$ cat src/rtl/muldiv_seq_pkg.sv
// Shared constants and types for the sequential HI/LO multiply/divide unit.
package muldiv_seq_pkg;

   localparam int WIDTH = 32;
   localparam int CNT_W = 6;

   localparam logic FT_ADD = 1'b0;
   localparam logic FT_SUB = 1'b1;

   typedef enum logic [2:0] {
      IDLE   = 3'd0,
      ABS_A  = 3'd1,
      ABS_B  = 3'd2,
      ITER   = 3'd3,
      NEG_LO = 3'd4,
      NEG_HI = 3'd5,
      DONE   = 3'd6
   } state_e;

endpackage

$ cat src/rtl/muldiv_seq_if.sv
// Request/result bundle between the EX stage and the multiply/divide sequencer.
interface muldiv_seq_if #(
   parameter int WIDTH = muldiv_seq_pkg::WIDTH
);
   logic             start;
   logic             op_div;
   logic             Signed;
   logic [WIDTH-1:0] A;
   logic [WIDTH-1:0] B;
   logic             cancel;
   logic             busy;
   logic             done;
   logic [WIDTH-1:0] HI;
   logic [WIDTH-1:0] LO;
   logic             div_by_zero;

   modport master (
      output start, op_div, Signed, A, B, cancel,
      input  busy, done, HI, LO, div_by_zero
   );

   modport slave (
      input  start, op_div, Signed, A, B, cancel,
      output busy, done, HI, LO, div_by_zero
   );
endinterface

$ cat src/rtl/muldiv_seq_arith.sv
// Shared adder/subtractor (FT=1 subtracts) with zero/negative/overflow flags.
module muldiv_seq_arith #(
   parameter int WIDTH = muldiv_seq_pkg::WIDTH
) (
   input  logic [WIDTH-1:0] A,
   input  logic [WIDTH-1:0] B,
   input  logic             FT,
   input  logic             S,
   output logic [WIDTH-1:0] R,
   output logic             Zero,
   output logic             Overflow,
   output logic             Negative
);
   logic [WIDTH-1:0] bx;
   logic [WIDTH:0]   sum;

   assign bx       = FT ? ~B : B;
   assign sum      = {1'b0, A} + {1'b0, bx} + {{WIDTH{1'b0}}, FT};
   assign R        = sum[WIDTH-1:0];
   assign Zero     = (R == '0);
   assign Negative = R[WIDTH-1];
   // Signed: operand signs agree but result sign differs; unsigned: carry-out / borrow.
   assign Overflow = S ? ((A[WIDTH-1] == bx[WIDTH-1]) && (R[WIDTH-1] != A[WIDTH-1]))
                       : (sum[WIDTH] ^ FT);
endmodule

$ cat src/rtl/muldiv_seq.sv
// Fixed-latency MULT/MULTU/DIV/DIVU sequencer; one shared adder handles abs,
// shift-add / shift-subtract iterations and the final sign correction.
module muldiv_seq #(
   parameter int WIDTH = muldiv_seq_pkg::WIDTH,
   parameter int CNT_W = muldiv_seq_pkg::CNT_W
) (
   input logic         clk,
   input logic         reset,
   muldiv_seq_if.slave bus
);
   import muldiv_seq_pkg::*;

   state_e           state_q, state_d;
   logic [CNT_W-1:0] cnt_q, cnt_d;
   logic [WIDTH-1:0] a_q, a_d, b_q, b_d, orig_a_q, orig_a_d;
   logic [WIDTH-1:0] hw_q, hw_d, lw_q, lw_d;
   logic [WIDTH-1:0] hi_q, hi_d, lo_q, lo_d;
   logic             op_div_q, op_div_d, sgn_q, sgn_d;
   logic             neg_a_q, neg_a_d, neg_b_q, neg_b_d;
   logic             bz_q, bz_d, carry_q, carry_d, dz_q, dz_d;

   logic [WIDTH-1:0] ar_a, ar_b, ar_r;
   logic             ar_ft, ar_zero, ar_neg, ar_ovf_unused;
   logic             a_msb, b_msb, add_c, sub_bw, take, sdiff, hi_fix;

   muldiv_seq_arith #(.WIDTH(WIDTH)) u_arith (
      .A        (ar_a),
      .B        (ar_b),
      .FT       (ar_ft),
      .S        (1'b0),
      .R        (ar_r),
      .Zero     (ar_zero),
      .Overflow (ar_ovf_unused),
      .Negative (ar_neg)
   );

   // Carry/borrow out of the MSB rebuilt from operand and result sign bits.
   assign a_msb  = ar_a[WIDTH-1];
   assign b_msb  = ar_b[WIDTH-1];
   assign add_c  = (a_msb & b_msb) | ((a_msb | b_msb) & ~ar_neg);
   assign sub_bw = (~a_msb & b_msb) | ((~a_msb | b_msb) & ar_neg);
   assign sdiff  = neg_a_q ^ neg_b_q;
   assign take   = hw_q[WIDTH-1] | ~sub_bw;
   assign hi_fix = sgn_q & (op_div_q ? neg_a_q : sdiff);

   always_comb begin
      ar_a  = '0;
      ar_b  = '0;
      ar_ft = FT_ADD;
      case (state_q)
         ABS_A: begin
            ar_b  = a_q;
            ar_ft = FT_SUB;
         end
         ABS_B: begin
            ar_b  = b_q;
            ar_ft = FT_SUB;
         end
         ITER: begin
            ar_a  = op_div_q ? {hw_q[WIDTH-2:0], lw_q[WIDTH-1]} : hw_q;
            ar_b  = b_q;
            ar_ft = op_div_q ? FT_SUB : FT_ADD;
         end
         NEG_LO: begin
            ar_a = ~lw_q;
            ar_b = {{(WIDTH-1){1'b0}}, 1'b1};
         end
         NEG_HI: begin
            ar_a = ~hw_q;
            ar_b = {{(WIDTH-1){1'b0}}, (op_div_q | carry_q)};
         end
         default: ;
      endcase
   end

   always_comb begin
      state_d  = state_q;
      cnt_d    = cnt_q;
      a_d      = a_q;
      b_d      = b_q;
      orig_a_d = orig_a_q;
      hw_d     = hw_q;
      lw_d     = lw_q;
      hi_d     = hi_q;
      lo_d     = lo_q;
      op_div_d = op_div_q;
      sgn_d    = sgn_q;
      neg_a_d  = neg_a_q;
      neg_b_d  = neg_b_q;
      bz_d     = bz_q;
      carry_d  = carry_q;
      dz_d     = dz_q;
      if (bus.cancel && state_q != IDLE) begin
         state_d = IDLE;
      end else begin
         case (state_q)
            IDLE: if (bus.start) begin
               state_d  = ABS_A;
               a_d      = bus.A;
               b_d      = bus.B;
               orig_a_d = bus.A;
               op_div_d = bus.op_div;
               sgn_d    = bus.Signed;
               neg_a_d  = bus.Signed & bus.A[WIDTH-1];
               neg_b_d  = bus.Signed & bus.B[WIDTH-1];
               bz_d     = (bus.B == '0);
               carry_d  = 1'b0;
               dz_d     = 1'b0;
            end
            ABS_A: begin
               if (neg_a_q) a_d = ar_r;
               state_d = ABS_B;
            end
            ABS_B: begin
               if (neg_b_q) b_d = ar_r;
               hw_d    = '0;
               lw_d    = a_q;
               cnt_d   = '0;
               state_d = ITER;
            end
            ITER: begin
               if (op_div_q) begin
                  hw_d = take ? ar_r : ar_a;
                  lw_d = {lw_q[WIDTH-2:0], take};
               end else if (lw_q[0]) begin
                  {hw_d, lw_d} = {add_c, ar_r, lw_q[WIDTH-1:1]};
               end else begin
                  {hw_d, lw_d} = {1'b0, hw_q, lw_q[WIDTH-1:1]};
               end
               cnt_d = cnt_q + CNT_W'(1);
               if (cnt_q == CNT_W'(WIDTH-1)) state_d = NEG_LO;
            end
            NEG_LO: begin
               // Zero result of ~LO+1 means LO was 0, i.e. the carry into HI.
               if (sgn_q & sdiff) begin
                  lw_d    = ar_r;
                  carry_d = ar_zero;
               end
               state_d = NEG_HI;
            end
            NEG_HI: begin
               if (hi_fix) hw_d = ar_r;
               if (op_div_q & bz_q) begin
                  hi_d = orig_a_q;
                  lo_d = '1;
                  dz_d = 1'b1;
               end else begin
                  hi_d = hw_d;
                  lo_d = lw_q;
               end
               state_d = DONE;
            end
            DONE:    state_d = IDLE;
            default: state_d = IDLE;
         endcase
      end
   end

   always_ff @(posedge clk or negedge reset) begin
      if (!reset) begin
         state_q  <= IDLE;
         cnt_q    <= '0;
         a_q      <= '0;
         b_q      <= '0;
         orig_a_q <= '0;
         hw_q     <= '0;
         lw_q     <= '0;
         hi_q     <= '0;
         lo_q     <= '0;
         op_div_q <= 1'b0;
         sgn_q    <= 1'b0;
         neg_a_q  <= 1'b0;
         neg_b_q  <= 1'b0;
         bz_q     <= 1'b0;
         carry_q  <= 1'b0;
         dz_q     <= 1'b0;
      end else begin
         state_q  <= state_d;
         cnt_q    <= cnt_d;
         a_q      <= a_d;
         b_q      <= b_d;
         orig_a_q <= orig_a_d;
         hw_q     <= hw_d;
         lw_q     <= lw_d;
         hi_q     <= hi_d;
         lo_q     <= lo_d;
         op_div_q <= op_div_d;
         sgn_q    <= sgn_d;
         neg_a_q  <= neg_a_d;
         neg_b_q  <= neg_b_d;
         bz_q     <= bz_d;
         carry_q  <= carry_d;
         dz_q     <= dz_d;
      end
   end

   assign bus.busy        = (state_q != IDLE);
   assign bus.done        = (state_q == DONE);
   assign bus.HI          = hi_q;
   assign bus.LO          = lo_q;
   assign bus.div_by_zero = dz_q;

endmodule

$ cat src/flat_wrapper.sv
// flat-port wrapper written by rule: the top's interface ports become plain ports
module muldiv_seq_flat import muldiv_seq_pkg::*;
#(
   parameter int WIDTH = muldiv_seq_pkg::WIDTH,
   parameter int CNT_W = muldiv_seq_pkg::CNT_W
)
  (clk, reset, bus_start, bus_op_div, bus_Signed, bus_A, bus_B, bus_cancel, bus_busy, bus_done, bus_HI, bus_LO, bus_div_by_zero);
  muldiv_seq_if #(.WIDTH(WIDTH)) bus_i ();
  input logic clk;
  input logic reset;
  input wire logic [$bits(bus_i.start)-1:0] bus_start;
  input wire logic [$bits(bus_i.op_div)-1:0] bus_op_div;
  input wire logic [$bits(bus_i.Signed)-1:0] bus_Signed;
  input wire logic [$bits(bus_i.A)-1:0] bus_A;
  input wire logic [$bits(bus_i.B)-1:0] bus_B;
  input wire logic [$bits(bus_i.cancel)-1:0] bus_cancel;
  output wire logic [$bits(bus_i.busy)-1:0] bus_busy;
  output wire logic [$bits(bus_i.done)-1:0] bus_done;
  output wire logic [$bits(bus_i.HI)-1:0] bus_HI;
  output wire logic [$bits(bus_i.LO)-1:0] bus_LO;
  output wire logic [$bits(bus_i.div_by_zero)-1:0] bus_div_by_zero;
  assign bus_i.start = bus_start;
  assign bus_i.op_div = bus_op_div;
  assign bus_i.Signed = bus_Signed;
  assign bus_i.A = bus_A;
  assign bus_i.B = bus_B;
  assign bus_i.cancel = bus_cancel;
  assign bus_busy = bus_i.busy;
  assign bus_done = bus_i.done;
  assign bus_HI = bus_i.HI;
  assign bus_LO = bus_i.LO;
  assign bus_div_by_zero = bus_i.div_by_zero;
  muldiv_seq #(.WIDTH(WIDTH), .CNT_W(CNT_W)) u_core (.clk(clk), .reset(reset), .bus(bus_i));
endmodule
$ cat config.mk
export PLATFORM = sky130hd
export DESIGN_NAME = muldiv_seq_flat
export DESIGN_NICKNAME = d
export VERILOG_FILES = /design/src/rtl/muldiv_seq_pkg.sv /design/src/rtl/muldiv_seq_if.sv /design/src/rtl/muldiv_seq_arith.sv /design/src/rtl/muldiv_seq.sv /design/src/flat_wrapper.sv
export SDC_FILE = /design/constraint.sdc
export NUM_CORES = 1
export LEC_CHECK = 0
export BUFFER_PORTS_ARGS = -buffer_cell sky130_fd_sc_hd__buf_2
export CAP_MARGIN = 20
export CORE_ASPECT_RATIO = 2
export CORE_MARGIN = 2
export CORE_UTILIZATION = 35
export CTS_CLUSTER_SIZE = 24
export DETAILED_ROUTE_END_ITERATION = 16
export GPL_ROUTABILITY_DRIVEN = 0
export GPL_TIMING_DRIVEN = 1
export HOLD_SLACK_MARGIN = 0.08
export PLACE_DENSITY_LB_ADDON = 0.1
export SYNTH_ARGS = -nofsm -noshare
export SYNTH_HDL_FRONTEND = slang
export SYNTH_SLANG_ARGS = --single-unit
$ cat constraint.sdc
create_clock -name clk -period 15.55 [get_ports clk]
set_clock_uncertainty 0.15 [all_clocks]
set_input_delay 0.7775 -clock clk [delete_from_list [all_inputs] [get_ports clk]]
set_output_delay 0.7775 -clock clk [all_outputs]
set_load 0.03 [all_outputs]
==> results of run 1 <==
==> metal layers <==
metal / wire length (µm) / share of wire, % / global-route usage (%)
met5: 0 / 0 / 0
met4: 3620 / 5.6 / 13.7
met3: 4000 / 6.2 / 3.13
met2: 31800 / 49 / 46.7
met1: 25400 / 39 / 34.0
==> metrics by stage <==
stage	setup slack (ns)	cells	instance area, µm²	utilization [%]
floorplan	10.07	1927	15700	-
global placement	8.62	2508	16900	38.1
detailed placement	8.52	2510	16900	38.2
CTS	8.44	2551	17700	40.1
global route	8.11	2551	17700	40.1
finish	8.47	2552	17700	40.1
==> path summary, 6_finish.rpt <==
kind                                                   to  cells past startpoint
max                            u_core.carry_q$_DFFE_PN0P_                     15
min                          u_core.bus.HI[5]$_DFFE_PN0P_                      1
max reg2reg                    u_core.carry_q$_DFFE_PN0P_                     15
min reg2reg                 u_core.bus.LO[31]$_DFFE_PN0P_                      2
max in group asynchronous   u_core.bus.LO[27]$_DFFE_PN0P_                      2
min in group clk           u_core.orig_a_q[5]$_DFFE_PN0P_                      3
==> state kept, by name, indices dropped and copies added, names as in the netlist <==
signal	flops
u_core.cnt_q	6
u_core.op_div_q	1
u_core.lw_q	32
u_core.bz_q	1
u_core.orig_a_q	32
u_core.neg_a_q	1
u_core.bus.div_by_zero	1
u_core.carry_q	1
u_core.hw_q	32
u_core.a_q	32
u_core.sgn_q	1
u_core.neg_b_q	1
u_core.bus.HI	32
u_core.state_q	3
u_core.bus.LO	32
u_core.b_q	32
==> cells by family after synthesis <==
logic type               Yosys count  synth area share, %
buffers and inverters            171                 4.15
adder cells (fa/ha/maj)           33                 2.67
AND/OR/NAND/NOR                  666                 18.2
flip-flops                       240                 38.3
multiplexers                     110                 7.23
AO/OA/AOI/OAI                    649                 26.1
XOR/XNOR                          58                 3.24
==> synth_stat cells, drive strengths merged (11+ instances only) <==
cell    instances  area [µm²]
mux2           25         282
o22ai          12        75.1
xnor2          47         412
o21ai         212        1060
o221ai         20         175
a21oi         172         861
and2           11        68.8
nand2b         11        68.8
xor2           11        96.3
buf            14        61.3
o211ai         14         105
nand4          13        96.3
a221o          18         181
nor2          193         727
mux2i          85         851
a221oi         30         263
a211oi         23         178
nand2         348        1310
inv            20        75.1
a21o           16         120
nand3          23         128
ha             31         388
o22a           28         245
clkbuf        137         514
a22oi          36         270
dfrtp         240        6010
nor2b          15        93.8
a31oi          14        93.8
==> worst max-delay path: cells and delay by family, from the launching register on <==
family          cells  cell delay, ns
fa+ha+maj           1            0.51
mux                 2            0.44
flops               1            0.85
buf+inv             1            0.77
compound gates      6            2.28
simple gates        4            1.74
xor+xnor            1            0.24
==> final cells by class <==
type                    instances  area [µm²]
repair buffers                179        1020
clock inverters                 8         146
fillers                      4612       26500
flip-flops and latches        240        6010
well taps                     555         694
inverters                      20        75.1
clock buffers                  33         686
multi-input cells            1516        9080
diodes                          1        2.50
==> impl_metrics.env, run 1 <==
export IMPL_outcome="completed"
export IMPL_cp_slowest_stage_delay_ns=0.85
export IMPL_cts_made_buffers=24
export IMPL_ys_warn_count=0
export IMPL_first_iter_violations=1376
export IMPL_ys_seq_area_share_pct=38.3
export IMPL_synth_cell_type_count=77
export IMPL_cp_arrival_ns=7.39
export IMPL_clkSlewWorstSetupHoldPaths_ns=0.07
export IMPL_port_buffers=136
export IMPL_cap_viol_max_count=0
export IMPL_crit_path_top_delay_cell="dfrtp_4"
export IMPL_dp_hpwl_um=47100
export IMPL_synth_cells=1927
export IMPL_initial_core_util_pct=35.5
export IMPL_cts_setup_buffers=0
export IMPL_ys_async_sr_fraction_pct=100
export IMPL_cts_sinks=240
export IMPL_timing_fmax_ghz=0.141
export IMPL_cts_tree="done"
export IMPL_grt_pass1_wl_um=97200
export IMPL_nNetsFinal=2083
export IMPL_vias=15200
export IMPL_crit_start="u_core.op_div_q$_DFFE_PN0P_"
export IMPL_whs_ns=0.121
export IMPL_clk_latency_ns=0.54
export IMPL_htree_levels=1
export IMPL_totalNegativeSetupSlack_ns=0
export IMPL_design_die_area_um2=46600
export IMPL_max_slew_margin_pct=22.6
export IMPL_grt_max_degree=105
export IMPL_finalCritPeriodShare_pct=45.5
export IMPL_rsz0062_at_grt="false"
export IMPL_wl_um=64900
export IMPL_dominantRegCellSynth="dfrtp_1"
export IMPL_reg2reg_slack_ns=8.47
export IMPL_maxSlewViolCount=0
export IMPL_cp_start_kind="flip-flop"
export IMPL_grtUsageTotal_pct=27.3
export IMPL_final_common_cell="nand2_1"
export IMPL_drive_gt1_share_pct=13.4
export IMPL_final_hold_viol_count=0
export IMPL_wl_per_cell_um=25.4
export IMPL_tightestPinTransition_ns=1.16
export IMPL_synth_edf_count=0
export IMPL_drtPass1Iterations=8
export IMPL_syn_area_per_cell_um2=8.13
export IMPL_antenna_found_initial=1
export IMPL_yosys_register_bits=240
export IMPL_crit_path_max_fanout=62
export IMPL_die_y_um=303
export IMPL_path_cells="buf_4 -> mux2i_1 -> o22ai_1 -> mux2i_1 -> fa_1 -> nand2b_1 -> a211oi_1 -> o21ai_0 -> a21oi_1 -> a31oi_1 -> xnor2_1 -> or4b_1 -> or4_1 -> or4_1 -> o31ai_2"
export IMPL_rows=109
export IMPL_hp_class="input port to asynchronous set/reset pin"
export IMPL_netlist_area_um2=15700
export IMPL_synth_nets=2029
export IMPL_reg2reg_from="u_core.op_div_q$_DFFE_PN0P_"
export IMPL_crit_type="flip-flop to flip-flop"
export IMPL_boundaryPins=137
export IMPL_setup_violations=0
export IMPL_cts_root_buf="clkbuf_16"
export IMPL_drc=0
export IMPL_fin_crit_ns=7.08
export IMPL_overflow=0
export IMPL_die_w_um=154
export IMPL_endpoint_kind="flip-flop"
export IMPL_grt_pass1_vias=15000
export IMPL_coreArea_um2=44200
export IMPL_required_ns=15.86
export IMPL_cts_buffer_depth=3
export IMPL_final_cell_mix="nand2_1, dfrtp_1, o21ai_0"
export IMPL_hold_buffers=0
export IMPL_via_per_inst=5.97
export IMPL_antenna_left=0
export IMPL_cts_repair_resized=0
export IMPL_area_growth_pct=13.1
Power of run 1 is left out: the tool's default activity adds up to more than one toggle a clock period on the data nets, which glitch-free logic cannot reach.
==> run 2: changes to the inputs <==
Clock period 15.55 ns to 7 ns, I/O delays scaled along.
==> impl_metrics.env, run 2 (synthesis gave the netlist of run 1 again) <==
export IMPL_outcome="completed"
export IMPL_setup_violations=0
export IMPL_initial_core_util_pct=35.5
export IMPL_area_growth_pct=18.6
export IMPL_maxSlewViolCount=0
export IMPL_required_ns=7.32
export IMPL_die_y_um=303
export IMPL_wl_um=66500
export IMPL_grt_max_degree=152
export IMPL_boundaryPins=137
export IMPL_via_per_inst=5.94
export IMPL_endpoint_kind="flip-flop"
export IMPL_fin_crit_ns=6.22
export IMPL_pre_cts_ws_ns=1.01
export IMPL_rsz0062_at_grt="false"
export IMPL_cts_made_buffers=24
export IMPL_antenna_left=0
export IMPL_crit_type="flip-flop to flip-flop"
export IMPL_grtUsageTotal_pct=27.8
export IMPL_crit_path_max_fanout=26
export IMPL_cp_start_kind="flip-flop"
export IMPL_die_w_um=154
export IMPL_finalCritPeriodShare_pct=88.9
export IMPL_cp_arrival_ns=6.54
export IMPL_final_common_cell="nand2_1"
export IMPL_final_cell_mix="nand2_1, dfrtp_1, o21ai_0"
export IMPL_drive_gt1_share_pct=13.9
export IMPL_utilization_pct=42.1
export IMPL_final_hold_viol_count=0
export IMPL_first_iter_violations=1524
export IMPL_wl_per_cell_um=25.2
export IMPL_timing_fmax_ghz=0.161
export IMPL_vias=15700
export IMPL_rows=109
export IMPL_coreArea_um2=44200
export IMPL_whs_path_depth=2
export IMPL_whs_endpoint="u_core.state_q[1]$_DFFE_PN0P_"
export IMPL_diodes=0
export IMPL_reg2regPathDepth=16
export IMPL_max_slew_margin_pct=23.3
export IMPL_drc=0
export IMPL_worstHoldStart="bus_cancel"
export IMPL_htree_levels=1
export IMPL_clk_latency_ns=0.56
export IMPL_design_die_area_um2=46600
export IMPL_antenna_found_initial=1
export IMPL_reg2reg_slack_ns=0.78
export IMPL_drtPass1Iterations=5
export IMPL_reg2reg_from="u_core.state_q[0]$_DFFE_PN0P_"
export IMPL_dp_hpwl_um=48400
export IMPL_cap_viol_max_count=0
export IMPL_overflow=0
export IMPL_nNetsFinal=2171
export IMPL_hp_class="input port to flip-flop"
export IMPL_setup_ws_ns=0.779
export IMPL_tightestPinTransition_ns=1.14
export IMPL_cts_sinks=240
export IMPL_cts_tree="done"
export IMPL_cts_root_buf="clkbuf_16"
export IMPL_clkSlewWorstSetupHoldPaths_ns=0.07
export IMPL_grt_pass1_vias=15200
export IMPL_totalNegativeSetupSlack_ns=0
export IMPL_port_buffers=136
export IMPL_grt_pass1_wl_um=98300
export IMPL_cts_buffer_depth=3
export IMPL_r2r_end="u_core.carry_q$_DFFE_PN0P_"
export IMPL_cts_repair_resized=0
[run 2: changes by cell type in the layout (fill, tap and decap cells not counted), sizes merged]
cell         previous run  this run
clkinv                  3         6
bufinv                  4         3
diode                   1         0
clkbuf                 33        32
buf                   179       199
clkinvlp                1         0
dlygate4sd3             0        68
[run 2: per-stage QoR]
step	std cells	cell area [µm²]	hold WS [ns]
2_1_floorplan	1927	15700	-0.0956
4_1_cts	2638	18600	0.0945
6_report	2639	18600	0.119
3_5_place_dp	2529	17100	0.273
5_1_grt	2639	18600	0.142
3_3_place_gp	2529	17100	0.282
[run 2: cell type report]
class / count / area (µm²)
Multi-Input combinational cell: 1516 / 9080
Tap cell: 555 / 694
Sequential cell: 240 / 6010
Clock buffer: 32 / 692
Timing Repair Buffer: 267 / 1910
Inverter: 20 / 75.1
Clock inverter: 9 / 124
Fill cell: 4582 / 25600
[run 2: how the worst max path moves through the flow]
stage / depth (start not counted) / to / start
3_5_place_dp: 16 / u_core.carry_q$_DFFE_PN0P_ / u_core.state_q[0]$_DFFE_PN0P_
4_1_cts: 16 / u_core.carry_q$_DFFE_PN0P_ / u_core.state_q[0]$_DFFE_PN0P_
6_report: 16 / u_core.carry_q$_DFFE_PN0P_ / u_core.state_q[0]$_DFFE_PN0P_
3_3_place_gp: 16 / u_core.carry_q$_DFFE_PN0P_ / u_core.state_q[0]$_DFFE_PN0P_
2_1_floorplan: 18 / u_core.carry_q$_DFFE_PN0P_ / u_core.op_div_q$_DFFE_PN0P_
5_1_grt: 16 / u_core.carry_q$_DFFE_PN0P_ / u_core.state_q[0]$_DFFE_PN0P_
[run 2: per-layer routing]
metal / wire, µm / global-route usage (%) / share of wire [%]
met2: 32600 / 47.7 / 49
met5: 0 / 0 / 0
met1: 25800 / 34.2 / 39
met4: 4320 / 16.1 / 6.5
met3: 3750 / 2.41 / 5.6
[run 2: critical path: stages, from the launching register on]
cell and delay [ns]:
dfrtp_1 0.52, nor2b_1 0.36, nor2b_4 0.47, buf_4 0.44
a22oi_1 0.17, xnor2_1 0.16, ha_1 0.49, and3_1 0.31
and2_1 0.33, o2111ai_1 0.39, nand3_1 0.32, a31oi_1 0.14
xnor2_1 0.15, or4b_1 0.54, or4_1 0.51, or4_1 0.49
o31ai_2 0.18
[run 2: timing repair]
| action | CTS | global route |
|---|---|---|
| setup buffers | 0 | 0 |
| endpoints found under the hold margin | 190 | 0 |
| hold buffers | 68 | 0 |
Power of run 2 is left out for the same reason.
